[src/rtl/mac_loop_ctrl_pkg.sv]
// Shared definitions for the mac_loop_ctrl dot-product sequencer.
//   - MAC_* opcodes driven onto c_macop_o. The values must match the
//     opcode decode inside mac_dp.
//   - macctrl_state_e: sequencer state encoding.
//   - elem_macop(): opcode for one loop element.
// Optional feature macro used by the RTL files: MACCTRL_CIRC_A_EN.
package mac_loop_ctrl_pkg;

   localparam logic [3:0] MAC_NOP        = 4'h0;
   localparam logic [3:0] MAC_MUL        = 4'h1;
   localparam logic [3:0] MAC_MAC        = 4'h2;
   localparam logic [3:0] MAC_MDM        = 4'h3;
   localparam logic [3:0] MAC_CLR        = 4'h4;
   localparam logic [3:0] MAC_MOVE_ROUND = 4'h5;

   // Cycles between the last issue and that element's accumulate write.
   localparam int unsigned DRAIN_CYCLES = 3;

   typedef enum logic [2:0] {
      ST_IDLE  = 3'd0,
      ST_ISSUE = 3'd1,
      ST_DRAIN = 3'd2,
      ST_CLR   = 3'd3,
      ST_ROUND = 3'd4,
      ST_DONE  = 3'd5
   } macctrl_state_e;

   // The first element overwrites the ACR with a plain multiply unless the
   // loop continues an existing accumulation.
   function automatic logic [3:0] elem_macop(input logic first,
                                             input logic keep_acc,
                                             input logic sub);
      if (first && !keep_acc) return MAC_MUL;
      return sub ? MAC_MDM : MAC_MAC;
   endfunction

endpackage

[src/rtl/mac_loop_agu.sv]
// Operand address generator for mac_loop_ctrl.
// Two address counters (memory A and memory B). load_i copies the base
// addresses; inc_i advances both by one, modulo 2**AW.
// With MACCTRL_CIRC_A_EN defined, the A counter wraps back to its base after
// circ_len_i elements (circ_len_i latched on load; 0 disables the wrap).
// Ports:
//   clk_i, reset_i      clock, asynchronous active-low reset
//   load_i, inc_i       base load / advance (never both in one cycle)
//   base_a_i, base_b_i  start addresses
//   circ_len_i          A wrap length (only with MACCTRL_CIRC_A_EN)
//   addr_a_o, addr_b_o  current addresses
module mac_loop_agu #(
   parameter int AW = 8
) (
   input  logic          clk_i,
   input  logic          reset_i,
   input  logic          load_i,
   input  logic          inc_i,
   input  logic [AW-1:0] base_a_i,
   input  logic [AW-1:0] base_b_i,
`ifdef MACCTRL_CIRC_A_EN
   input  logic [AW-1:0] circ_len_i,
`endif
   output logic [AW-1:0] addr_a_o,
   output logic [AW-1:0] addr_b_o
);

   logic [AW-1:0] addr_a_q, addr_a_d;
   logic [AW-1:0] addr_b_q, addr_b_d;
`ifdef MACCTRL_CIRC_A_EN
   logic [AW-1:0] base_a_q, base_a_d;
   logic [AW-1:0] circ_q, circ_d;
   logic [AW-1:0] off_q, off_d;
`endif

   always_comb begin
      addr_a_d = addr_a_q;
      addr_b_d = addr_b_q;
`ifdef MACCTRL_CIRC_A_EN
      base_a_d = base_a_q;
      circ_d   = circ_q;
      off_d    = off_q;
`endif
      if (load_i) begin
         addr_a_d = base_a_i;
         addr_b_d = base_b_i;
`ifdef MACCTRL_CIRC_A_EN
         base_a_d = base_a_i;
         circ_d   = circ_len_i;
         off_d    = '0;
`endif
      end else if (inc_i) begin
         addr_b_d = addr_b_q + AW'(1);
`ifdef MACCTRL_CIRC_A_EN
         // off_q tracks the position inside the circular window.
         if ((circ_q != '0) && (off_q == circ_q - AW'(1))) begin
            addr_a_d = base_a_q;
            off_d    = '0;
         end else begin
            addr_a_d = addr_a_q + AW'(1);
            off_d    = off_q + AW'(1);
         end
`else
         addr_a_d = addr_a_q + AW'(1);
`endif
      end
   end

   always_ff @(posedge clk_i or negedge reset_i) begin
      if (!reset_i) begin
         addr_a_q <= '0;
         addr_b_q <= '0;
`ifdef MACCTRL_CIRC_A_EN
         base_a_q <= '0;
         circ_q   <= '0;
         off_q    <= '0;
`endif
      end else begin
         addr_a_q <= addr_a_d;
         addr_b_q <= addr_b_d;
`ifdef MACCTRL_CIRC_A_EN
         base_a_q <= base_a_d;
         circ_q   <= circ_d;
         off_q    <= off_d;
`endif
      end
   end

   assign addr_a_o = addr_a_q;
   assign addr_b_o = addr_b_q;

endmodule

[src/rtl/mac_loop_ctrl.sv]
// Dot-product loop sequencer for mac_dp: sum(A[i]*B[i]), i = 0..len-1.
// Flow: IDLE -> ISSUE (len cycles) -> DRAIN (3) -> [ROUND] -> DONE -> IDLE.
// len = 0 goes through a single CLR write (or nothing when keep_acc) instead.
// An element issued in cycle t gets its operand load at t+1 and its
// accumulate opcode plus ACR write at t+3. A 3-deep (valid, first) tag pipe
// tracks this timing.
// Optional macro MACCTRL_CIRC_A_EN adds circ_len_i for circular A addressing.
// Ports:
//   clk_i, reset_i                  clock, asynchronous active-low reset
//   start_i, abort_i                loop start (IDLE only) / abandon loop
//   len_i, base_a_i, base_b_i       loop count and operand base addresses
//   sub_i, keep_acc_i, rnd_i        MDM vs MAC, continue ACR, append round
//   sat_i, scale_i, acr_i           c_dosat / c_scalefactor / ACR index
//   ovf_flags_i                     overflow/saturation flags from mac_dp
//   addr_a_o, addr_b_o, mem_re_o    operand memory read port
//   op_ld_o                         operand register load strobe
//   c_macop_o, c_dosat_o,
//   c_scalefactor_o                 mac_dp controls
//   acr_sel_o, acr_we_o             ACR index / write enable
//   busy_o, done_o, ovf_o           status
module mac_loop_ctrl
   import mac_loop_ctrl_pkg::*;
#(
   parameter int AW    = 8,
   parameter int LEN_W = 8
) (
   input  logic             clk_i,
   input  logic             reset_i,
   input  logic             start_i,
   input  logic             abort_i,
   input  logic [LEN_W-1:0] len_i,
   input  logic [AW-1:0]    base_a_i,
   input  logic [AW-1:0]    base_b_i,
   input  logic             sub_i,
   input  logic             keep_acc_i,
   input  logic             rnd_i,
   input  logic             sat_i,
   input  logic [2:0]       scale_i,
   input  logic [1:0]       acr_i,
`ifdef MACCTRL_CIRC_A_EN
   input  logic [AW-1:0]    circ_len_i,
`endif
   input  logic [2:0]       ovf_flags_i,
   output logic [AW-1:0]    addr_a_o,
   output logic [AW-1:0]    addr_b_o,
   output logic             mem_re_o,
   output logic             op_ld_o,
   output logic [3:0]       c_macop_o,
   output logic             c_dosat_o,
   output logic [2:0]       c_scalefactor_o,
   output logic [1:0]       acr_sel_o,
   output logic             acr_we_o,
   output logic             busy_o,
   output logic             done_o,
   output logic             ovf_o
);

   macctrl_state_e   state_q, state_d;
   logic [LEN_W-1:0] idx_q, idx_d;
   logic [1:0]       drain_q, drain_d;
   logic [LEN_W-1:0] len_q, len_d;
   logic             sub_q, sub_d, keep_q, keep_d, rnd_q, rnd_d, sat_q, sat_d;
   logic [2:0]       scale_q, scale_d;
   logic [1:0]       acr_q, acr_d;
   logic             ovf_q, ovf_d;
   logic             vld_p0_q, vld_p0_d, first_p0_q, first_p0_d;
   logic             vld_p1_q, vld_p1_d, first_p1_q, first_p1_d;
   logic             vld_p2_q, vld_p2_d, first_p2_q, first_p2_d;
   logic             issue, agu_load;
   logic [LEN_W-1:0] idx_inc;

   assign issue   = (state_q == ST_ISSUE);
   assign idx_inc = idx_q + LEN_W'(1);

   mac_loop_agu #(.AW(AW)) u_agu (
      .clk_i     (clk_i),
      .reset_i   (reset_i),
      .load_i    (agu_load),
      .inc_i     (issue),
      .base_a_i  (base_a_i),
      .base_b_i  (base_b_i),
`ifdef MACCTRL_CIRC_A_EN
      .circ_len_i(circ_len_i),
`endif
      .addr_a_o  (addr_a_o),
      .addr_b_o  (addr_b_o)
   );

   // Output decode from registered state and tags.
   assign busy_o   = (state_q == ST_ISSUE) || (state_q == ST_DRAIN) ||
                     (state_q == ST_CLR)   || (state_q == ST_ROUND);
   assign done_o   = (state_q == ST_DONE);
   assign mem_re_o = issue;
   assign op_ld_o  = vld_p0_q;
   assign acr_we_o = vld_p2_q || (state_q == ST_CLR) || (state_q == ST_ROUND);
   assign acr_sel_o = acr_q;
   assign ovf_o    = ovf_q;
   assign c_dosat_o = busy_o && sat_q;
   // Rounding must see the raw accumulator, so the scale is dropped there.
   assign c_scalefactor_o = (busy_o && (state_q != ST_ROUND)) ? scale_q : 3'd0;

   always_comb begin
      c_macop_o = MAC_NOP;
      if (vld_p2_q)                c_macop_o = elem_macop(first_p2_q, keep_q, sub_q);
      else if (state_q == ST_CLR)  c_macop_o = MAC_CLR;
      else if (state_q == ST_ROUND) c_macop_o = MAC_MOVE_ROUND;
   end

   always_comb begin
      state_d  = state_q;
      idx_d    = idx_q;
      drain_d  = drain_q;
      len_d    = len_q;
      sub_d    = sub_q;
      keep_d   = keep_q;
      rnd_d    = rnd_q;
      sat_d    = sat_q;
      scale_d  = scale_q;
      acr_d    = acr_q;
      agu_load = 1'b0;
      // Flags are meaningful only in a cycle that writes the ACR.
      ovf_d    = ovf_q | (acr_we_o & (|ovf_flags_i));

      // Issue cycle t -> p0 (t+1, operand load) -> p1 (t+2, multiply)
      vld_p0_d   = issue;
      first_p0_d = issue && (idx_q == '0);
      // p1 -> p2 (t+3, accumulate opcode and ACR write)
      vld_p1_d   = vld_p0_q;
      first_p1_d = first_p0_q;
      vld_p2_d   = vld_p1_q;
      first_p2_d = first_p1_q;

      unique case (state_q)
         ST_IDLE: begin
            if (start_i) begin
               len_d    = len_i;
               sub_d    = sub_i;
               keep_d   = keep_acc_i;
               rnd_d    = rnd_i;
               sat_d    = sat_i;
               scale_d  = scale_i;
               acr_d    = acr_i;
               ovf_d    = 1'b0;
               idx_d    = '0;
               agu_load = 1'b1;
               if (len_i != '0)    state_d = ST_ISSUE;
               else if (!keep_acc_i) state_d = ST_CLR;
               else if (rnd_i)     state_d = ST_ROUND;
               else                state_d = ST_DONE;
            end
         end
         ST_ISSUE: begin
            idx_d = idx_inc;
            if (idx_inc == len_q) begin
               state_d = ST_DRAIN;
               drain_d = 2'd0;
            end
         end
         ST_DRAIN: begin
            drain_d = drain_q + 2'd1;
            if (drain_q == 2'(DRAIN_CYCLES - 1)) state_d = rnd_q ? ST_ROUND : ST_DONE;
         end
         ST_CLR:   state_d = rnd_q ? ST_ROUND : ST_DONE;
         ST_ROUND: state_d = ST_DONE;
         ST_DONE:  state_d = ST_IDLE;
         default:  state_d = ST_IDLE;
      endcase

      // Abort drops everything in flight; the sticky overflow is kept.
      if (abort_i && (state_q != ST_IDLE)) begin
         state_d    = ST_IDLE;
         vld_p0_d   = 1'b0;
         first_p0_d = 1'b0;
         vld_p1_d   = 1'b0;
         first_p1_d = 1'b0;
         vld_p2_d   = 1'b0;
         first_p2_d = 1'b0;
      end
   end

   always_ff @(posedge clk_i or negedge reset_i) begin
      if (!reset_i) begin
         state_q    <= ST_IDLE;
         idx_q      <= '0;
         drain_q    <= '0;
         len_q      <= '0;
         sub_q      <= 1'b0;
         keep_q     <= 1'b0;
         rnd_q      <= 1'b0;
         sat_q      <= 1'b0;
         scale_q    <= '0;
         acr_q      <= '0;
         ovf_q      <= 1'b0;
         vld_p0_q   <= 1'b0;
         first_p0_q <= 1'b0;
         vld_p1_q   <= 1'b0;
         first_p1_q <= 1'b0;
         vld_p2_q   <= 1'b0;
         first_p2_q <= 1'b0;
      end else begin
         state_q    <= state_d;
         idx_q      <= idx_d;
         drain_q    <= drain_d;
         len_q      <= len_d;
         sub_q      <= sub_d;
         keep_q     <= keep_d;
         rnd_q      <= rnd_d;
         sat_q      <= sat_d;
         scale_q    <= scale_d;
         acr_q      <= acr_d;
         ovf_q      <= ovf_d;
         vld_p0_q   <= vld_p0_d;
         first_p0_q <= first_p0_d;
         vld_p1_q   <= vld_p1_d;
         first_p1_q <= first_p1_d;
         vld_p2_q   <= vld_p2_d;
         first_p2_q <= first_p2_d;
      end
   end

endmodule
[config.mk]
export PLATFORM = sky130hd
export DESIGN_NAME = mac_loop_ctrl
export DESIGN_NICKNAME = d
export VERILOG_FILES = /design/src/rtl/mac_loop_ctrl_pkg.sv /design/src/rtl/mac_loop_agu.sv /design/src/rtl/mac_loop_ctrl.sv
export SDC_FILE = /design/constraint.sdc
export NUM_CORES = 1
export LEC_CHECK = 0
export ABC_AREA = 1
export BUFFER_PORTS_ARGS = -buffer_cell sky130_fd_sc_hd__buf_4
export CORE_MARGIN = 1.5
export CORE_UTILIZATION = 56
export CTS_CLUSTER_DIAMETER = 60
export DETAILED_ROUTE_END_ITERATION = 8
export PLACE_DENSITY = 0.83
export REMOVE_ABC_BUFFERS = 1
export SKIP_CTS_REPAIR_TIMING = 1
export SLEW_MARGIN = 15
export SYNTH_ARGS = -nofsm -noshare
export SYNTH_HDL_FRONTEND = slang
export SYNTH_SLANG_ARGS = --single-unit
[constraint.sdc]
create_clock -name clk_i -period 4.31 [get_ports clk_i]
set_clock_uncertainty 0.05 [all_clocks]
set_input_delay 0.862 -clock clk_i [delete_from_list [all_inputs] [get_ports clk_i]]
set_output_delay 0.862 -clock clk_i [all_outputs]
set_load 0.01 [all_outputs]
==> summary.json, run 1 <==
{
  "status": {
    "status": "completed"
  },
  "synth": {
    "synthesis.area_per_instance_um2": 7.82,
    "async_sr_flop_fraction": 1.00,
    "yosys_most_used_dff": "sky130_fd_sc_hd__dfrtp_1",
    "number_of_flops_mapped_to_enable_cells_by_yosys": 0,
    "synth_seq_area_share": 0.451,
    "ys_ff_latch": 53,
    "synth.distinct_cells": 38,
    "synth_cells": 376,
    "netlist_area_um2": 2940,
    "count_of_synthesis_stage_warnings_from_yosys": 0
  },
  "worst_setup_path": {
    "critical_path.max_stage_delay_ns": 0.65,
    "critical_path.max_fanout": 16,
    "reg2reg_depth": 10,
    "crit_path_top_delay_cell": "sky130_fd_sc_hd__nor3_4",
    "critical_path.startpoint_type": "flip-flop",
    "worstSetupPathType": "flip-flop to output pin",
    "critical_path.cell_chain": "nor3_4 > buf_4",
    "cp-end-kind": "output pin",
    "rrSetupSlack_ns": 2.06,
    "worstPathArrival_ns": 1.72,
    "critical_path.reg2reg.endpoint": "u_agu.addr_b_o[2]",
    "critical_path.reg2reg.startpoint": "state_q[1]",
    "worst-endpoint-required_ns": 3.40
  },
  "power": {
    "power.internal_w": 0.00143,
    "p_per_area_nw_per_um2": 711,
    "power.switching_fraction": 0.441,
    "ir_drop_uv": 432,
    "power_frac_comb": 0.500,
    "p_leak_nw": 1.80,
    "share_seq_of_total_power": 0.357,
    "clock_power_share": 0.143,
    "power.net_switching_w": 0.00113
  },
  "global_routing": {
    "grt_first_pass_wirelength_mm": 11.6,
    "grt_overflow": 0,
    "pin_count_of_the_biggest_net_entering_global_routing": 54,
    "number_of_global_route_vias_before_repair": 2651,
    "grt_antenna_before_repair": 0,
    "grt_use_total": 0.271
  },
  "timing": {
    "tightest_slew_ns": 0.739,
    "rsz_0062_raised_after_global_routing": "no",
    "relative_max_transition_margin": 0.506,
    "max_clock_freq_ghz": 0.381,
    "report.final.hold_viol_count": 0,
    "maxSlewViolCount": 0,
    "setup_total_negative_slack_ns": 0,
    "finalSetupViolCount": 0,
    "final.setup.worst_slack_ns": 1.68,
    "period_share": 0.610,
    "post-route-min-period_ns": 2.63
  },
  "clock_network": {
    "cts-buffers-inserted": 5,
    "cts_sinks": 53,
    "cts_buffer_depth": 2,
    "clk_pin_slew_ns": 0.11,
    "ctsRootBufferMaster": "sky130_fd_sc_hd__clkbuf_8",
    "tritoncts_clock_tree": "yes",
    "htree_num_levels": 2,
    "clk_latency_ns": 0.32
  },
  "cells_and_area": {
    "drive_above_1_share": 0.219,
    "finish.net_count": 486,
    "layout_commonest_cell": "sky130_fd_sc_hd__nand2_1",
    "most-common-layout-cells": "sky130_fd_sc_hd__nand2_1, sky130_fd_sc_hd__buf_4, sky130_fd_sc_hd__dfrtp_1",
    "area_growth_syn_to_layout_pct": 22.3,
    "insertedDiodeCount": 0
  },
  "die": {
    "design.core.area_um2": 5070,
    "die_area_um2": 5690,
    "ios": 72,
    "floorplan.die.width_um": 75.5,
    "initial_core_util": 0.579,
    "fp_rows": 26,
    "dieHeight_um": 75.5
  },
  "place": {
    "finalWeightedCongestion": 0.815,
    "detailedPlacementHpwl_mm": 5.01,
    "portBuffers": 70,
    "pre_cts_slack_ns": 1.83
  },
  "detailed_routing": {
    "detailroute.via_count": 2704,
    "firstDrtPassIters": 6,
    "final_antenna_net_count": 0,
    "detailedRoute.firstIterationViolations": 150,
    "detail_route.drc_violations": 0,
    "vias_per_cell": 5.28,
    "routed_wire_length_per_instance_um": 13.6,
    "drt-total-wl_mm": 6.97
  },
  "flow_run": {
    "drv.max_cap_violation_count": 0
  },
  "worst_hold_path": {
    "hold_path_class": "flip-flop to flip-flop",
    "min_path_cells": 2,
    "holdPathEnd": "first_p1_q",
    "worst_hold_startpoint": "first_p0_q"
  }
}
area by class of cell:
class                           instances  area (µm²)
Inverter                               55         209
Sequential cell                        53        1330
Tap cell                               70        87.6
Fill cell                             430        1480
Timing Repair Buffer                   70         526
Clock buffer                            6        82.6
Clock inverter                          2        37.5
Multi-Input combinational cell        256        1330
synth_stat cells (all sizes together), types with 2 or more instances:
library cell	n	share of area
inv	55	0.071
o22ai	4	0.0085
o21ai	31	0.053
nand3b	4	0.010
nand3	30	0.051
buf	11	0.026
xnor2	5	0.015
nand2	101	0.13
o211ai	6	0.015
o221ai	2	0.0060
nand4	5	0.011
nor2	33	0.061
ha	5	0.021
a211oi	5	0.013
nor3	4	0.011
a21oi	10	0.017
or2	2	0.0043
dfrtp	53	0.45
a31oi	2	0.0043
how the worst max path moves through the flow:
stage	from	endpoint	slack [ns]	depth (start not counted)
after detailed placement	start_i	u_agu.addr_b_o[2]	1.83	8
after CTS	state_q[2]	mem_re_o	1.71	2
after global placement	start_i	u_agu.addr_b_o[2]	1.88	8
after floorplan	start_i	u_agu.addr_b_o[2]	2.28	7
final	state_q[2]	mem_re_o	1.68	2
after global routing	state_q[2]	mem_re_o	1.66	2
per-stage QoR:
stage / total power [W] / instance area, µm² / hold slack [ns] / std cells / utilization
after floorplan: 0.00170 / 2860 / 0.386 / 364 / -
after global placement: 0.00213 / 3470 / 0.401 / 504 / 0.685
after detailed placement: 0.00219 / 3470 / 0.409 / 504 / 0.685
after CTS: 0.00256 / 3590 / 0.425 / 512 / 0.708
after global routing: 0.00277 / 3590 / 0.451 / 512 / 0.708
final: 0.00256 / 3590 / 0.422 / 512 / 0.708
cells by family (layout without fill, tap and decap cells):
kind of cell,Yosys count,in the layout,share of synthesized area
compound gates,63,63,0.124
xor+xnor,6,6,0.0179
fa+ha+maj,5,5,0.0213
buf+inv,67,133,0.0979
flops,53,53,0.451
other cells,1,1,0.00128
simple gates,181,181,0.286
power groups by stage:
| stage | combinational [W] | clock, W | sequential, W |
|---|---|---|---|
| global route | 0.00145 | 0.000386 | 0.000941 |
| finish | 0.00128 | 0.000366 | 0.000911 |
| detailed placement | 0.00128 | 0 | 0.000915 |
| floorplan | 0.000789 | 0 | 0.000914 |
| global placement | 0.00123 | 0 | 0.000905 |
| CTS | 0.00129 | 0.000368 | 0.000908 |
flip-flops by register name, summed over array words and instances, names as in the netlist, 2 cells and up:
| register | count |
|---|---|
| u_agu.addr_b_o | 8 |
| acr_sel_o | 2 |
| idx_q | 8 |
| len_q | 8 |
| u_agu.addr_a_o | 8 |
| state_q | 3 |
| scale_q | 3 |
| drain_q | 2 |
critical path, delay by kind of cell (launching register included):
kind	cells	cell delay [ns]
simple gates	1	0.65
buf+inv	1	0.24
flops	1	0.49
metal layers:
metal	global-route usage	routed length, µm	share of wire	up-vias
met5	0	0	0	-
met4	0.0774	84	0.012	0
met3	0.0542	343	0.049	14
met2	0.477	3600	0.52	78
met1	0.338	2940	0.42	1273
li1	-	-	-	1339
(Power assumes the default switching activity.)
==> inputs of run 2 (changes only) <==
--- a/config.mk
+++ b/config.mk
@@ -8,10 +8,10 @@
 export ABC_AREA = 1
 export BUFFER_PORTS_ARGS = -buffer_cell sky130_fd_sc_hd__buf_4
 export CORE_MARGIN = 1.5
-export CORE_UTILIZATION = 56
+export CORE_UTILIZATION = 53
 export CTS_CLUSTER_DIAMETER = 60
 export DETAILED_ROUTE_END_ITERATION = 8
-export PLACE_DENSITY = 0.83
+export PLACE_DENSITY = 0.79
 export REMOVE_ABC_BUFFERS = 1
 export SKIP_CTS_REPAIR_TIMING = 1
 export SLEW_MARGIN = 15
==> constraint.sdc (replaced) <==
create_clock -name clk_i -period 2.5 [get_ports clk_i]
set_clock_uncertainty 0.05 [all_clocks]
set_input_delay 0.5 -clock clk_i [delete_from_list [all_inputs] [get_ports clk_i]]
set_output_delay 0.5 -clock clk_i [all_outputs]
set_load 0.01 [all_outputs]
==> run 2 against run 1 <==
  * Count of clock-buffer cells in the layout increased by 1
  * Combinational power increased by 72%
  * Clock power increased by 27%
  * Register-to-register slack got worse by 1.4 ns
  * Critical path type unchanged
  * Critical endpoint is now c_dosat_o
  * Highest routed layer unchanged
==> summary.json, run 2 (synthesis results as in run 1) <==
{
  "detailed_routing": {
    "detailedRoute.firstIterationViolations": 141,
    "route.top_layer_used": "met4",
    "final_antenna_net_count": 0,
    "vias_per_cell": 5.21,
    "routed_length_on_met2_mm": 3.29,
    "detailroute.via_count": 2680,
    "routed_wire_length_per_instance_um": 12.6,
    "routed-wl-met3_um": 262,
    "firstDrtPassIters": 4,
    "detail_route.drc_violations": 0,
    "met1_length_mm": 2.85,
    "drt-total-wl_mm": 6.47
  },
  "flow_run": {
    "drv.max_cap_violation_count": 0
  },
  "worst_setup_path": {
    "critical_path.startpoint_type": "flip-flop",
    "worst-path-buf-inv": 3,
    "worstPathArrival_ns": 1.54,
    "critical_path.max_fanout": 7,
    "reg2reg_depth": 10,
    "critical_path.cell_chain": "nor2_2 > inv_2 > nor2_1 > inv_1 > a21boi_0 > buf_4",
    "cp-end-kind": "output pin",
    "rrSetupSlack_ns": 0.65,
    "worst-endpoint-required_ns": 1.95,
    "critical_path.reg2reg.startpoint": "state_q[1]",
    "critical_path.max_stage_delay_ns": 0.46,
    "worstSetupPathType": "flip-flop to output pin",
    "critical_path.reg2reg.endpoint": "u_agu.addr_b_o[0]",
    "crit_path_top_delay_cell": "sky130_fd_sc_hd__dfrtp_1",
    "timing.critical_path.max_delay_family": "flip-flops"
  },
  "die": {
    "ios": 72,
    "design.core.area_um2": 5240,
    "die_area_um2": 6000,
    "dieHeight_um": 77.5,
    "initial_core_util": 0.561,
    "fp_rows": 26,
    "floorplan.die.width_um": 77.5
  },
  "place": {
    "finalWeightedCongestion": 0.929,
    "placed_cells_incl_taps": 506,
    "portBuffers": 70,
    "detailedPlacementHpwl_mm": 4.80,
    "placement.cell_area_um2": 3490
  },
  "clock_network": {
    "tritoncts_clock_tree": "yes",
    "cts-buffers-inserted": 5,
    "ctsRootBufferMaster": "sky130_fd_sc_hd__clkbuf_8",
    "cts_buffer_depth": 2,
    "clk_pin_slew_ns": 0.09,
    "cts_sinks": 53,
    "htree_num_levels": 2,
    "clk_latency_ns": 0.30
  },
  "cells_and_area": {
    "finalInstanceArea_um2": 3570,
    "area_growth_syn_to_layout_pct": 21.5,
    "most-common-layout-cells": "sky130_fd_sc_hd__nand2_1, sky130_fd_sc_hd__buf_4, sky130_fd_sc_hd__dfrtp_1",
    "finish.net_count": 488,
    "drive_above_1_share": 0.218,
    "finish.utilization": 0.682,
    "layout_commonest_cell": "sky130_fd_sc_hd__nand2_1",
    "final-instance-count-excl-fill": 514,
    "insertedDiodeCount": 0
  },
  "power": {
    "totalPowerFinal_w": 0.00423,
    "p_per_area_nw_per_um2": 1180,
    "p_leak_nw": 1.79,
    "ir_drop_uv": 644
  },
  "global_routing": {
    "grt_antenna_before_repair": 0,
    "grt_overflow": 0,
    "number_of_global_route_vias_before_repair": 2493,
    "pin_count_of_the_biggest_net_entering_global_routing": 54,
    "grt_first_pass_wirelength_mm": 10.9,
    "grt_use_total": 0.226
  },
  "timing": {
    "relative_max_transition_margin": 0.565,
    "post-route-min-period_ns": 2.09,
    "report.final.hold_viol_count": 0,
    "finalSetupViolCount": 0,
    "tightest_slew_ns": 0.653,
    "period_share": 0.838,
    "setup_total_negative_slack_ns": 0,
    "maxSlewViolCount": 0,
    "rsz_0062_raised_after_global_routing": "no",
    "max_clock_freq_ghz": 0.478
  },
  "worst_hold_path": {
    "hold_path_class": "primary input to async pin"
  },
  "status": {
    "status": "completed"
  }
}
[run 2: cell count changes in the layout (fill, tap and decap cells not counted), sizes merged]
cell	previous run	this run
clkbuf	6	7
bufinv	1	0
buf	70	72
[run 2: worst max path at each step]
stage	start	to	slack, ns	depth (start not counted)
floorplan	state_q[1]	u_agu.addr_b_o[2]	0.64	10
detailed placement	state_q[1]	u_agu.addr_b_o[2]	0.65	10
global route	state_q[1]	c_dosat_o	0.24	6
CTS	state_q[1]	c_dosat_o	0.40	6
global placement	state_q[1]	u_agu.addr_b_o[2]	0.70	10
finish	state_q[1]	c_dosat_o	0.41	6
[run 2: layout make-up]
| cell class | count | area, µm² |
|---|---|---|
| Sequential cell | 53 | 1330 |
| Clock inverter | 1 | 7.51 |
| Fill cell | 460 | 1660 |
| Clock buffer | 7 | 76.3 |
| Inverter | 55 | 209 |
| Timing Repair Buffer | 72 | 541 |
| Tap cell | 70 | 87.6 |
| Multi-Input combinational cell | 256 | 1330 |
[run 2: power breakdown]
part	switching [W]	internal, W
logic	0.00128	0.000920
registers	0.000334	0.00123
clock network	0.000264	0.000199
[run 2: routing by layer]
layer | up-vias | track usage
met3 | 6 | 0.0412
met4 | 0 | 0.0600
met1 | 1274 | 0.283
li1 | 1344 | -
met5 | - | 0
met2 | 56 | 0.401
[run 2: through the flow]
step | hold WS [ns] | setup WS, ns
detailed placement | 0.416 | 0.654
global route | 0.221 | 0.243
floorplan | 0.154 | 0.635
CTS | 0.188 | 0.399
global placement | 0.402 | 0.695
finish | 0.168 | 0.406
